## config.mk

```make
export PLATFORM = sky130hd
export DESIGN_NAME = raster_cmd_sched
export DESIGN_NICKNAME = d
export VERILOG_FILES = /design/src/rtl/raster_cmd_sched.sv
export SDC_FILE = /design/constraint.sdc
export NUM_CORES = 1
export LEC_CHECK = 0
export ABC_AREA = 1
export BUFFER_PORTS_ARGS = -buffer_cell sky130_fd_sc_hd__buf_2
export CAP_MARGIN = 25
export CORE_UTILIZATION = 40
export CTS_CLUSTER_SIZE = 8
export DETAILED_ROUTE_END_ITERATION = 8
export SETUP_SLACK_MARGIN = 0.4
export SYNTH_ARGS = -nofsm -noshare
export SYNTH_HDL_FRONTEND = slang
export SYNTH_SLANG_ARGS = --single-unit
```

## constraint.sdc

```tcl
create_clock -name clk -period 2.6 [get_ports clk]
set_input_delay 0.39 -clock clk [delete_from_list [all_inputs] [get_ports clk]]
set_output_delay 0.39 -clock clk [all_outputs]
set_load 0.01 [all_outputs]
```

## src/rtl/raster_cmd_sched.sv

```systemverilog
// raster_cmd_sched: CPU-to-rasterizer command FIFO with a one-outstanding issue FSM.
//
// Ports:
//   clk, rst_sync (sync, active-high)
//   cmd_push, cmd_op, cmd_colour, cmd_x0/y0/x1/y1   CPU command enqueue
//   cmd_full, cmd_overflow (sticky), sched_idle     queue status
//   gpu_command, gpu_colour, gpu_x0/y0/x1/y1        command presented to rasterizer
//   gpu_execute_request, gpu_ready, gpu_done        issue handshake
//
// Optional build macro RASTER_SCHED_COALESCE_FILL_EN: a FILL push discards queued
// work, keeping only the presented head (if any) and the FILL.
module raster_cmd_sched #(
    parameter int DEPTH = 4
) (
    input  logic       clk,
    input  logic       rst_sync,
    input  logic       cmd_push,
    input  logic [2:0] cmd_op,
    input  logic [2:0] cmd_colour,
    input  logic [7:0] cmd_x0,
    input  logic [7:0] cmd_y0,
    input  logic [7:0] cmd_x1,
    input  logic [7:0] cmd_y1,
    output logic       cmd_full,
    output logic       cmd_overflow,
    output logic       sched_idle,
    output logic [2:0] gpu_command,
    output logic [2:0] gpu_colour,
    output logic [7:0] gpu_x0,
    output logic [7:0] gpu_y0,
    output logic [7:0] gpu_x1,
    output logic [7:0] gpu_y1,
    output logic       gpu_execute_request,
    input  logic       gpu_ready,
    input  logic       gpu_done
);
    localparam int AW = $clog2(DEPTH);
    localparam logic [2:0] RASTER_CMD_FILL = 3'd3;

    typedef enum logic [1:0] {IDLE, ISSUE, WAIT_DONE} state_t;

    state_t        state;
    logic [37:0]   mem [DEPTH];
    logic [AW-1:0] rptr, wptr, rptr_n, wptr_n, wr_addr;
    logic [AW:0]   count, count_n;
    logic          pop, push_ok, wr_en, drop;

    assign cmd_full   = count == (AW+1)'(DEPTH);
    assign sched_idle = state == IDLE && count == '0;

    always_comb begin
        pop     = state == ISSUE && gpu_ready;
        push_ok = cmd_push && (!cmd_full || pop);
        drop    = cmd_push && !push_ok;
        wr_en   = push_ok;
        wr_addr = wptr;
        rptr_n  = pop ? rptr + AW'(1) : rptr;
        wptr_n  = push_ok ? wptr + AW'(1) : wptr;
        count_n = count + (AW+1)'(push_ok) - (AW+1)'(pop);
`ifdef RASTER_SCHED_COALESCE_FILL_EN
        // The head stays queued when it is (or is about to become) the presented
        // command and is not popped this cycle; the FILL then sits right behind it.
        if (cmd_push && cmd_op == RASTER_CMD_FILL) begin
            drop  = 1'b0;
            wr_en = 1'b1;
            if ((state == ISSUE && !gpu_ready) || (state == IDLE && count != '0)) begin
                wr_addr = rptr + AW'(1);
                wptr_n  = rptr + AW'(2);
                count_n = (AW+1)'(2);
            end else begin
                wr_addr = rptr_n;
                wptr_n  = rptr_n + AW'(1);
                count_n = (AW+1)'(1);
            end
        end
`endif
    end

    always_ff @(posedge clk)
        if (wr_en) mem[wr_addr] <= {cmd_op, cmd_colour, cmd_x0, cmd_y0, cmd_x1, cmd_y1};

    always_ff @(posedge clk) begin
        if (rst_sync) begin
            state               <= IDLE;
            rptr                <= '0;
            wptr                <= '0;
            count               <= '0;
            cmd_overflow        <= 1'b0;
            gpu_execute_request <= 1'b0;
            {gpu_command, gpu_colour, gpu_x0, gpu_y0, gpu_x1, gpu_y1} <= '0;
        end else begin
            rptr         <= rptr_n;
            wptr         <= wptr_n;
            count        <= count_n;
            cmd_overflow <= cmd_overflow | drop;
            case (state)
                IDLE:
                    if (count != '0) begin
                        state               <= ISSUE;
                        gpu_execute_request <= 1'b1;
                        {gpu_command, gpu_colour, gpu_x0, gpu_y0, gpu_x1, gpu_y1} <= mem[rptr];
                    end
                ISSUE:
                    if (gpu_ready) begin
                        state               <= WAIT_DONE;
                        gpu_execute_request <= 1'b0;
                    end
                WAIT_DONE:
                    if (gpu_done) state <= IDLE;
                default: state <= IDLE;
            endcase
        end
    end
endmodule

```

==> run summary <==
HP Class: input pin to flop
Crit Path Class: flop to flop
Hold Path Origin: cmd_y0[1]
Die Area: 21,400 um^2
Synth cell types: 22
initial drt markers: 254
n_diodes: 0
Worst-path clk slew: 50 ps
placed instance count: 1,208
hold_buf cts: 0
endpoint class of the critical path: flop
P per Cell Area: 1070 nW/um^2
Cell Area, Synth: 8340 um^2
vias per cell: 4.41
Max Cap Viol: 0
P&R area growth vs syn: 18.3%
reg-to-reg startpoint: count[1]
Seq pwr share: 41.0%
Clock Tree Buf Depth: 3
critical path's largest stage delay: 380 ps
FF-to-FF path depth: 10
post-CTS setup buffers: 0
Worst Max-Slew Pin Slew: 834 ps
H-tree Lvls: 1
die height: 146 um
FF-to-FF End: count[2]
Design Power: 10.6 mW
Total Wirelength: 16,200 um
Final setup viols: 0
core area: 20,400 um^2
Initial Util: 40.9%
GPL Wtd Cong: 0.716
CTS tree: done
critical path peak fanout: 6
initial antenna violation count: 1
post-synth top area share: 54.7%
die width: 146 um
Lkg Pwr: 4.54 nW
Largest delay share family, worst path: simple AND/OR/NAND/NOR gates
outcome: finished clean
Syn Inst Count: 878
first-pass GRT wire length: 26,700 um
Clk pwr share: 31.5%
Worst Hold Depth: 1
P_int: 7.19 mW
Slowest cell on crit path: fa_1
Worst setup SP type: flop
Nets: 1,018
sequential area share after synthesis: 66.5%
fmax: 516 MHz
num ports: 85
final worst path period need: 1940 ps
Psw: 3.39 mW
Max-slew headroom: 44.4%
commonest non-fill, non-tap cell in the layout: nand2_1
VDD IR max: 0.634 mV
switching portion of total power: 32.0%
share of layout cells above drive strength 1: 14.3%
Synth async-reset ratio: 0%
CP required: 3040 ps
crit-path cells: inv_1 > nand2_1 > nor2_1 > nand2_2 > nand3_1 > nand2_1 > ha_1 > fa_1 > and3_1 > nor3_1
CTS Buf Count: 29
Vias: 5,555
Slew Viols, Final: 0
post-DP HPWL: 9570 um
Non-Filler Instances: 1,261
post-cts sizing count: 0
combinational share of power: 27.5%
hold endpoint: mem[2][17]
Avg Cell Area, Syn: 9.50 um^2
vias in the first global route: 5,332
CTS Root Buffer Type: clkbuf_16
largest net degree at the start of global routing: 77
area post-placement: 9030 um^2
setup total negative slack: 0 ps
Clock Sinks: 201
synth top area cells: edfxtp_1 (55%), nand2_1 (16%), dfxtp_1 (12%)
worst reg2reg setup slack: 660 ps
Fin Clk Skew: 12.3 ps
Syn Nets: 927
Routed Antenna Nets: 0
most frequent cell on the critical path: nand2_1
total track usage: 15.6%
number of synthesized flops with an enable pin: 152
GRT Residual Overflow: 0
RSZ-0062 raised after global routing: false
Buf/Inv on CP: 1
design area: 9860 um^2
commonest cells after routing, fill and taps aside: nand2_1 (352), edfxtp_1 (152), inv_1 (128), nor2_1 (84), buf_2 (84)
WP data arrival: 2380 ps
YS warnings: 0
wire per inst: 12.8 um
Post-route DRC: 0
largest area contributor in the netlist: edfxtp_1
Port Buf Inserts: 84
Rows: 52
clk_lat worst skew: 510 ps
period utilization: 74.6%
drt pass-1 iters: 4
register bit total from synthesis: 201
Synth Flop Type: edfxtp_1
final hold vios: 0
[layer usage]
metal | global-route usage, % | up-vias | share of wire, % | routed length (um)
li1 | - | 2900 | - | -
met2 | 26.5 | 106 | 48 | 7680
met1 | 20.0 | 2525 | 46 | 7440
met5 | 0 | - | 0.080 | 13
met4 | 4.32 | 2 | 1.3 | 206
met3 | 3.50 | 22 | 5.0 | 809
[area by class of cell]
class,instances,area [um^2]
sequential,201,5550
clock inverter,1,8.76
clock buffer,52,812
fill,1896,10500
tap,270,338
timing repair buffer,99,566
multi-input combinational,507,2100
inverter,131,492
[power by group through the flow]
stage                     logic [mW]  registers (mW)  clock network (mW)
final                           2.91            4.33                3.33
after detailed placement        2.96            4.40                   0
after global placement          2.93            4.39                   0
after CTS                       2.98            4.34                3.43
after floorplan                 1.96            4.54                   0
after global routing            3.39            4.40                3.55
[Yosys cell counts, types with 2 or more instances]
cell type and n:
nand2_1 353, edfxtp_1 152, inv_1 129, nor2_1 88, dfxtp_1 49, nand3_1 42
buf_2 17, a21oi_1 8, buf_4 7, buf_6 7, clkbuf_1 7, ha_1 5
inv_2 2, nand3_2 2, nand3b_1 2, nor3_1 2
[worst reg2reg max path, cell delays in order (launching register included)]
cell and delay, ps:
dfxtp_1 320, inv_1 90, nand2_1 80, nor2_1 220, nand2_2 140, nand3_1 90, nand2_1 60, ha_1 190
fa_1 380, and3_1 190, nor3_1 110
[flip-flops by register name, summed over array words and instances, names as in the netlist, 3 cells and up]
name         count
count            3
gpu_colour       3
gpu_command      3
gpu_x0           8
gpu_x1           8
gpu_y0           8
gpu_y1           8
mem            152
[kinds of logic after synthesis]
group | Yosys count | synth area share [%]
AOI/OAI and AO/OA | 10 | 0.600
buffers and inverters | 170 | 8.85
DFF | 201 | 66.5
and+or+nand+nor | 491 | 23.1
adders and majority gates | 6 | 0.990
[per-stage QoR]
stage / utilization, % / hold slack, ps / worst slack (ps)
2_1_floorplan: - / 472 / 300
3_3_place_gp: 44.3 / 435 / 559
3_5_place_dp: 44.3 / 440 / 521
4_1_cts: 48.4 / 71.9 / 514
5_1_grt: 48.4 / 77.2 / 413
6_report: 48.4 / 97.9 / 661
[how the worst max path moves through the flow]
stage	from	endpoint	slack, ps	cells past startpoint
after floorplan	state[1]	mem[0][0]	300	5
after global placement	gpu_ready	mem[3][3]	560	6
after detailed placement	gpu_ready	mem[3][5]	520	6
after CTS	state[1]	mem[3][35]	510	6
after global routing	count[1]	count[2]	410	10
final	count[1]	count[2]	660	10
Power figures use the tool's default switching activity.
